**src/rtl/seq_timer_pkg.sv**
```systemverilog
// Shared types and defaults for the serial-programmed timer controller.
package seq_timer_pkg;

  typedef enum logic [1:0] {
    SEARCH = 2'd0,
    SHIFT  = 2'd1,
    COUNT  = 2'd2,
    DONE   = 2'd3
  } seq_state_t;

  localparam int         DEF_PATTERN_W   = 4;
  localparam logic [3:0] DEF_PATTERN     = 4'b1101;
  localparam int         DEF_DELAY_W     = 4;
  localparam int         DEF_UNIT_CYCLES = 1000;

  // max(1, $clog2(unit_cycles)) so a one-cycle unit still gets a real flop
  function automatic int presc_width(input int unit_cycles);
    return (unit_cycles <= 2) ? 1 : $clog2(unit_cycles);
  endfunction

endpackage

```
**src/rtl/seq_timer_prescaler.sv**
```systemverilog
// Modulo-UNIT_CYCLES counter; tick marks the last cycle of each delay unit.
module seq_timer_prescaler
  import seq_timer_pkg::*;
#(
  parameter int UNIT_CYCLES = DEF_UNIT_CYCLES
) (
  input  logic clk,
  input  logic reset,
  input  logic clr,
  input  logic en,
  output logic tick
);

  localparam int            PW   = presc_width(UNIT_CYCLES);
  localparam logic [PW-1:0] LAST = PW'(UNIT_CYCLES - 1);

  logic [PW-1:0] cnt_q, cnt_d;

  always_comb begin
    tick  = en && (cnt_q == LAST);
    cnt_d = cnt_q;
    if (clr)     cnt_d = '0;
    else if (en) cnt_d = tick ? '0 : cnt_q + 1'b1;
  end

  always_ff @(posedge clk) begin
    if (reset) cnt_q <= '0;
    else       cnt_q <= cnt_d;
  end

endmodule

```
**src/rtl/seq_timer_fsm.sv**
```systemverilog
// Pattern-triggered serial-programmed countdown timer.
// Optional `abort` input enabled by defining SEQ_TIMER_ABORT_EN.
module seq_timer_fsm
  import seq_timer_pkg::*;
#(
  parameter int                   PATTERN_W   = DEF_PATTERN_W,
  parameter logic [PATTERN_W-1:0] PATTERN     = PATTERN_W'(DEF_PATTERN),
  parameter int                   DELAY_W     = DEF_DELAY_W,
  parameter int                   UNIT_CYCLES = DEF_UNIT_CYCLES
) (
  input  logic               clk,
  input  logic               reset,
  input  logic               data,
  input  logic               ack,
`ifdef SEQ_TIMER_ABORT_EN
  input  logic               abort,
`endif
  output logic               shift_ena,
  output logic               counting,
  output logic               done,
  output logic [DELAY_W-1:0] count
);

  localparam int                FILL_W    = $clog2(PATTERN_W);
  localparam logic [FILL_W-1:0] FILL_FULL = FILL_W'(PATTERN_W - 1);
  localparam int                SCNT_W    = $clog2(DELAY_W + 1);
  localparam logic [SCNT_W-1:0] SCNT_LAST = SCNT_W'(DELAY_W - 1);

  seq_state_t           state_q, state_d;
  logic [PATTERN_W-2:0] hist_q, hist_d;
  logic [FILL_W-1:0]    fill_q, fill_d;
  logic [SCNT_W-1:0]    scnt_q, scnt_d;
  logic [DELAY_W-1:0]   delay_q, delay_d;
  logic                 match, tick, abort_fire;

`ifdef SEQ_TIMER_ABORT_EN
  assign abort_fire = abort && (state_q != SEARCH);
`else
  assign abort_fire = 1'b0;
`endif

  assign match = (state_q == SEARCH) && (fill_q == FILL_FULL) &&
                 ({hist_q, data} == PATTERN);

  // hist/fill/scnt default to zero so any return to SEARCH starts fresh
  always_comb begin
    state_d = state_q;
    hist_d  = '0;
    fill_d  = '0;
    scnt_d  = '0;
    delay_d = delay_q;
    unique case (state_q)
      SEARCH: begin
        hist_d = (PATTERN_W-1)'({hist_q, data});
        fill_d = (fill_q == FILL_FULL) ? fill_q : fill_q + 1'b1;
        if (match) state_d = SHIFT;
      end
      SHIFT: begin
        delay_d = DELAY_W'({delay_q, data});
        scnt_d  = scnt_q + 1'b1;
        if (scnt_q == SCNT_LAST) state_d = COUNT;
      end
      COUNT: begin
        if (tick) begin
          if (delay_q != '0) delay_d = delay_q - 1'b1;
          else               state_d = DONE;
        end
      end
      DONE: begin
        if (ack) state_d = SEARCH;
      end
    endcase
    if (abort_fire) begin
      state_d = SEARCH;
      delay_d = delay_q;
    end
  end

  always_ff @(posedge clk) begin
    if (reset) begin
      state_q <= SEARCH;
      hist_q  <= '0;
      fill_q  <= '0;
      scnt_q  <= '0;
      delay_q <= '0;
    end else begin
      state_q <= state_d;
      hist_q  <= hist_d;
      fill_q  <= fill_d;
      scnt_q  <= scnt_d;
      delay_q <= delay_d;
    end
  end

  // Prescaler is held clear outside COUNT, so every COUNT entry starts at zero
  seq_timer_prescaler #(
    .UNIT_CYCLES(UNIT_CYCLES)
  ) u_presc (
    .clk  (clk),
    .reset(reset),
    .clr  ((state_q != COUNT) || abort_fire),
    .en   (state_q == COUNT),
    .tick (tick)
  );

  assign shift_ena = (state_q == SHIFT);
  assign counting  = (state_q == COUNT);
  assign done      = (state_q == DONE);
  assign count     = delay_q;

endmodule
```
**config.mk**
```make
export PLATFORM = sky130hd
export DESIGN_NAME = seq_timer_fsm
export DESIGN_NICKNAME = d
export VERILOG_FILES = /design/src/rtl/seq_timer_pkg.sv /design/src/rtl/seq_timer_prescaler.sv /design/src/rtl/seq_timer_fsm.sv
export SDC_FILE = /design/constraint.sdc
export NUM_CORES = 1
export LEC_CHECK = 0
export ABC_CLOCK_PERIOD_IN_PS = 3000
export CORE_MARGIN = 4
export CORE_UTILIZATION = 30
export CTS_CLUSTER_SIZE = 40
export DETAILED_ROUTE_END_ITERATION = 8
export PLACE_DENSITY_LB_ADDON = 0.3
export SLEW_MARGIN = 10
export SYNTH_ARGS = -nofsm -noshare
export SYNTH_HDL_FRONTEND = slang
export SYNTH_SLANG_ARGS = --single-unit
```
**constraint.sdc**
```tcl
create_clock -name clk -period 3 [get_ports clk]
set_input_delay 0.6 -clock clk [delete_from_list [all_inputs] [get_ports clk]]
set_output_delay 0.6 -clock clk [all_outputs]
set_load 0.05 [all_outputs]
```
### After elaboration in Yosys (flattened, before gate mapping)

Index checks and enable logic that the tools add are counted.

| storage, ports and cells | value |
|---|---|
| input port bits | 4 |
| bits in registers | 24 |
| output and inout bits | 7 |

| operators by class | value |
|---|---|
| equality and inequality tests | 14 |
| bitwise gates (word level) | 2 |
| muxes and demuxes | 10 |
| $add $sub $neg | 4 |
| reduce and logical (&&, ||, !) cells | 11 |

Operators by type and width:

| operator | count |
|---|---|
| $ne A2 B2 Y1 const B | 6 |
| $add A10 B1 Y10 const B | 1 |
| $eq A10 B10 Y1 const B | 1 |
| $mux W10 | 1 |
| $mux W2 | 5 |
| $mux W4 | 2 |
| $pmux W2 S4 | 1 |
| $pmux W4 S2 | 1 |
| $eq A2 B2 Y1 const B | 3 |
| $reduce_or A2 Y1 | 3 |
| $reduce_and A5 Y1 | 1 |
| $eq A4 B4 Y1 const B | 1 |
| $reduce_bool A4 Y1 | 1 |
| $sub A4 B1 Y4 const B | 1 |
| $add A3 B1 Y3 const B | 1 |
| $eq A3 B2 Y1 const B | 1 |
| $logic_and A1 B1 Y1 | 3 |
| $reduce_and A3 Y1 | 1 |
| $add A2 B1 Y2 const B | 1 |
| $eq A2 B1 Y1 const B | 1 |
| $logic_not A2 Y1 | 1 |
| $ne A2 B1 Y1 const B | 1 |
| $not A1 Y1 | 2 |
| $reduce_bool A2 Y1 | 1 |

### Depth between registers and ports, before layout

| logic depth | value |
|---|---|
| word-level depth | 5 |
| depth in mapped cells | 7 |
| gate-level depth less buffers | 6 |

### Hierarchy

Synthesis repeated with hierarchy kept, for this count alone.

| second synthesis, totals | value |
|---|---|
| cell total of the unflattened synthesis | 136 |
| area total of the unflattened synthesis | 1,209.9 um^2 |

Modules (own cells, without submodules):

| module | instances | cells each | seq. area each (um^2) | area an instance (um^2) |
|---|---|---|---|---|
| seq_timer_fsm | 1 | 76 | 280.3 | 711.9 |
| seq_timer_prescaler | 1 | 60 | 200.2 | 498.0 |

### Worst setup path after synthesis

No wires, ideal clock.

| path | value |
|---|---|
| path type | register to register |
| start point | reg state_q[0] |
| end point | reg u_presc.cnt_q[8] |
| clock period less this slack | 1.827 ns |
| data arrival time | 1.702 ns |
| cell stages (with the launch flop) | 8 |
| slack | 1.173 ns |
| library setup time | 0.125 ns |
| path through | dfxtp_1 -> inv_1 -> ha_1 -> buf_2 -> nand3_1 -> nor3_1 -> xnor2_1 -> nor2_1 |

| between the ends | value |
|---|---|
| cells in the longest elaborated chain, start to end | 3 |

Ends and longest elaborated chain:

| item | RTL line | RTL |
|---|---|---|
| from (decl) | seq_timer_fsm.sv:29 | `seq_state_t state_q, state_d;` |
| from (signal assigned) | seq_timer_fsm.sv:87 | `state_q <= state_d;` |
| $eq A2 B2 Y1 * | -- |  |
| named net counting | seq_timer_fsm.sv:19 | `output logic counting,` |
| $logic_and A1 B1 Y1 | seq_timer_prescaler.sv:20 | `tick = en && (cnt_q == LAST);` |
| $mux W10 | seq_timer_prescaler.sv:23 | `else if (en) cnt_d = tick ? '0 : cnt_q + 1'b1;` |
| to (signal assigned) | seq_timer_prescaler.sv:28 | `else cnt_q <= cnt_d;` |
| to (decl) | seq_timer_prescaler.sv:17 | `logic [PW-1:0] cnt_q, cnt_d;` |

Mark *: on every way through the listed nets, which the timed path passes. The rest lies on a longest branch.
A chain may end at the register's enable or synchronous reset.

### Final worst setup path

| path | value |
|---|---|
| start point | reg state_q[1] |
| end point | out shift_ena |

| between the ends | value |
|---|---|
| cells in the longest elaborated chain, start to end | 1 |

Ends and longest elaborated chain:

| item | RTL line | RTL |
|---|---|---|
| $eq A2 B1 Y1 | seq_timer_fsm.sv:106 | `assign shift_ena = (state_q == SHIFT);` |
| to (decl) | seq_timer_fsm.sv:18 | `output logic shift_ena,` |

No other way between the ends.

==> reports/metrics.csv <==
stage,metric,value,unit
run_status,run status,completed,
drt,met1 WL,1.08,mm
logic_synthesis,Synth area leader,dfxtp_1,
logic_synthesis,Yosys warnings,0,
sta,RSZ-0062 raised after global routing,false,
setup_path,Crit path required time,2.40,ns
setup_path,RR Startpoint,state_q[0],
setup_path,Worst Setup End Kind,output port,
global_route,Global Route Usage Sum,9.14,%
logic_synthesis,syn nets,142,
clocking,Max Buffers Root-to-Sink,2,
sta,Period minus WS final,2.39,ns
setup_path,Critical Path Stages,3,
logic_synthesis,top cell type's share of synthesized area,40.7,%
logic_synthesis,Post-synth EDFFs,0,
clocking,CTS tree,built,
setup_path,"Max FO, Critical Path",7,
floorplan,Die Y-Extent,70.7,um
layout,Final Util,37.7,%
setup_path,slowest CP cell,clkdlybuf4s50_1,
setup_path,"CP delay by family, top",buffers and inverters,
layout,Layout area overhead,19.5,%
logic_synthesis,Synth area leaders,"dfxtp_1, ha_1, nor2_1, xnor2_1, mux2i_1",
drt,detailed-route vias per instance,4.59,
power_and_ir_drop,leakage power,0.568,nW
drt,# DRC,0,
global_route,vias in the first global route,797,
sta,Final Skew,0.00964,ns
floorplan,initial core utilization,31.5,%
sta,Sum Neg Setup Slack,0,ns
logic_synthesis,synth unique cells,33,
logic_synthesis,"Cell Area, Synth",1180,um2
drt,Vias,872,
setup_path,"Cell Chain, Critical Path","inv_1, ha_1, clkdlybuf4s50_1",
logic_synthesis,Synth Flop Type,dfxtp_1,
clocking,CTS H-Tree Depth,1,
drt,Initial DRT Pass Iterations,4,
floorplan,die area,5000,um2
sta,Slew @ Worst Pin,0.508,ns
setup_path,Worst Path Buf+Inv,2,
clocking,Post-CTS Repair Setup Buffers,0,
drt,Max Used Layer,met4,
clocking,Sink Count,24,
logic_synthesis,syn avg cell area,9.15,um2
drt,met2 WL post-DR,939,um
floorplan,Horiz. Die Dim,70.7,um
logic_synthesis,number of synthesized register bits,24,
setup_path,R2R setup slack,1.30,ns
sta,Final period util,79.7,%
setup_path,Setup crit start,state_q[1],
setup_path,FF-to-FF End,count[3],
logic_synthesis,async set-reset flop share out of synthesis,0,%
run,max-cap viol count,0,
layout,ratio of cells with drive above 1 in the final layout,6.34,%
setup_path,crit path capture,shift_ena,
sta,final-report max-slew violation count,0,
sta,f_max,418,MHz
logic_synthesis,Cells after Synth,129,
global_route,global route overflow,0,
power_and_ir_drop,total power,0.000649,W
clocking,total CTS buffers,3,
clocking,Worst-path clk slew,0.08,ns
clocking,post-CTS sizing,0,
floorplan,core area,3740,um2
sta,Final Hold Vio Count,0,
placement,IO buf count,10,
sta,Finish-stage setup viols,0,
logic_synthesis,"Seq/Total Area, Yosys",40.7,%
floorplan,FP Rows,22,
drt,Routed WL,2.13,mm
setup_path,CP peak stage delay,0.84,ns
drt,Routed Antenna Nets,0,
drt,Initial DRC Count,73,
drt,routed wl met3,90,um
global_route,initial antenna violation count,0,
global_route,first-pass GRT wire length,3.75,mm
clocking,CTS Hold Buffers Added,0,
setup_path,nature of the critical path startpoint,register,
placement,RD Place Congestion,0.792,
floorplan,I/O pin count,11,
worst_hold_path,Min-Delay Path Class,reg -> reg,
setup_path,Worst R2R Path Depth,7,
sta,max_slew headroom,66.1,%
setup_path,CP arrival,1.79,ns
placement,HPWL after detailed placement,1.62,mm
power_and_ir_drop,VDD IR max,0.000334,V
clocking,Root Driver,clkbuf_8,
power_and_ir_drop,PwrDens,460,nW/um2
setup_path,critical path class,reg -> out,
layout,# diodes,0,
clocking,Clock Latency Late Sink,0.27,ns
drt,WL per Instance,11.2,um
global_route,largest net degree at the start of global routing,15,
layout,Final nets,156,
layout make-up:
type / instances / area (um2)
Fill cell: 393 / 2330
Multi-Input combinational cell: 91 / 646
Sequential cell: 24 / 480
Timing Repair Buffer: 11 / 108
Tap cell: 48 / 60.1
Inverter: 12 / 45.0
Clock buffer: 3 / 41.3
Clock inverter: 1 / 30.0
worst min-delay path by stage:
stage                    from   endpoint  slack (ns)  depth (start not counted)
global route        scnt_q[0]  scnt_q[0]        0.45                          1
finish              scnt_q[0]  scnt_q[0]        0.42                          1
detailed placement  scnt_q[0]  scnt_q[0]        0.41                          1
floorplan           scnt_q[0]  scnt_q[0]        0.40                          1
CTS                 scnt_q[0]  scnt_q[0]        0.42                          1
global placement    scnt_q[0]  scnt_q[0]        0.41                          1
power by group:
group          leakage, nW  switching, W  internal (W)   total, W
combinational        0.338     0.0000196     0.0000174  0.0000369
sequential           0.194    0.00000511      0.000327   0.000332
clock               0.0357      0.000102      0.000178   0.000280
total                0.568      0.000126      0.000523   0.000649
synth_stat cells (all sizes together) (3+ instances only):
master and n:
mux2i 5, xnor2 6, inv 12, a21oi 3
dfxtp 24, and2 3, nand4 3, ha 9
nor2 19, nand2 12, xor2 4, nand3 4
cells in the final DEF, fill, tap and decap left out, drive strengths merged:
cell type and instances:
clkdlybuf4s50 10, nor2b 2, nand2 12, ha 9, o211a 2, xnor2 6, nor4 1, a21oi 3
bufinv 1, and2 3, a21boi 1, and4b 1, mux2i 5, o211ai 1, buf 1, dfxtp 24
o31a 1, nand3 4, mux2 1, nor3 2, a2111oi 1, and4 2, a31oi 1, o22ai 1
inv 12, xor2 4, and3 2, a311oi 1, clkbuf 3, o21ai 2, nand4 3, or3 1
nor2 19
state kept, by name, indices dropped and copies added (netlist names):
signal and cells:
u_presc.cnt_q 10, count 4, hist_q 3, scnt_q 3, fill_q 2, state_q 2
per-layer routing:
layer | GRT usage (%) | up-vias
met5 | 0 | -
met4 | 3.13 | 0
met3 | 2.84 | 2
met2 | 13.8 | 13
met1 | 12.3 | 398
li1 | - | 459
stage by stage:
stage	cell area [um2]	setup slack (ns)	hold slack, ns	instances
after CTS	1410	0.585	0.424	190
after floorplan	1180	1.17	0.398	129
after global routing	1410	0.520	0.450	190
final	1410	0.610	0.418	190
after detailed placement	1340	0.883	0.412	186
after global placement	1340	0.932	0.409	186
kinds of logic after synthesis:
| logic type | count (synthesis) | synth area share [%] |
|---|---|---|
| AND/OR/NAND/NOR | 52 | 22.6 |
| flip-flops | 24 | 40.7 |
| AO/OA/AOI/OAI | 14 | 9.97 |
| buffers and inverters | 14 | 4.56 |
| XOR/XNOR | 10 | 7.42 |
| adder cells (fa/ha/maj) | 9 | 9.54 |
| multiplexers | 6 | 5.20 |
(Power assumes the default switching activity.)
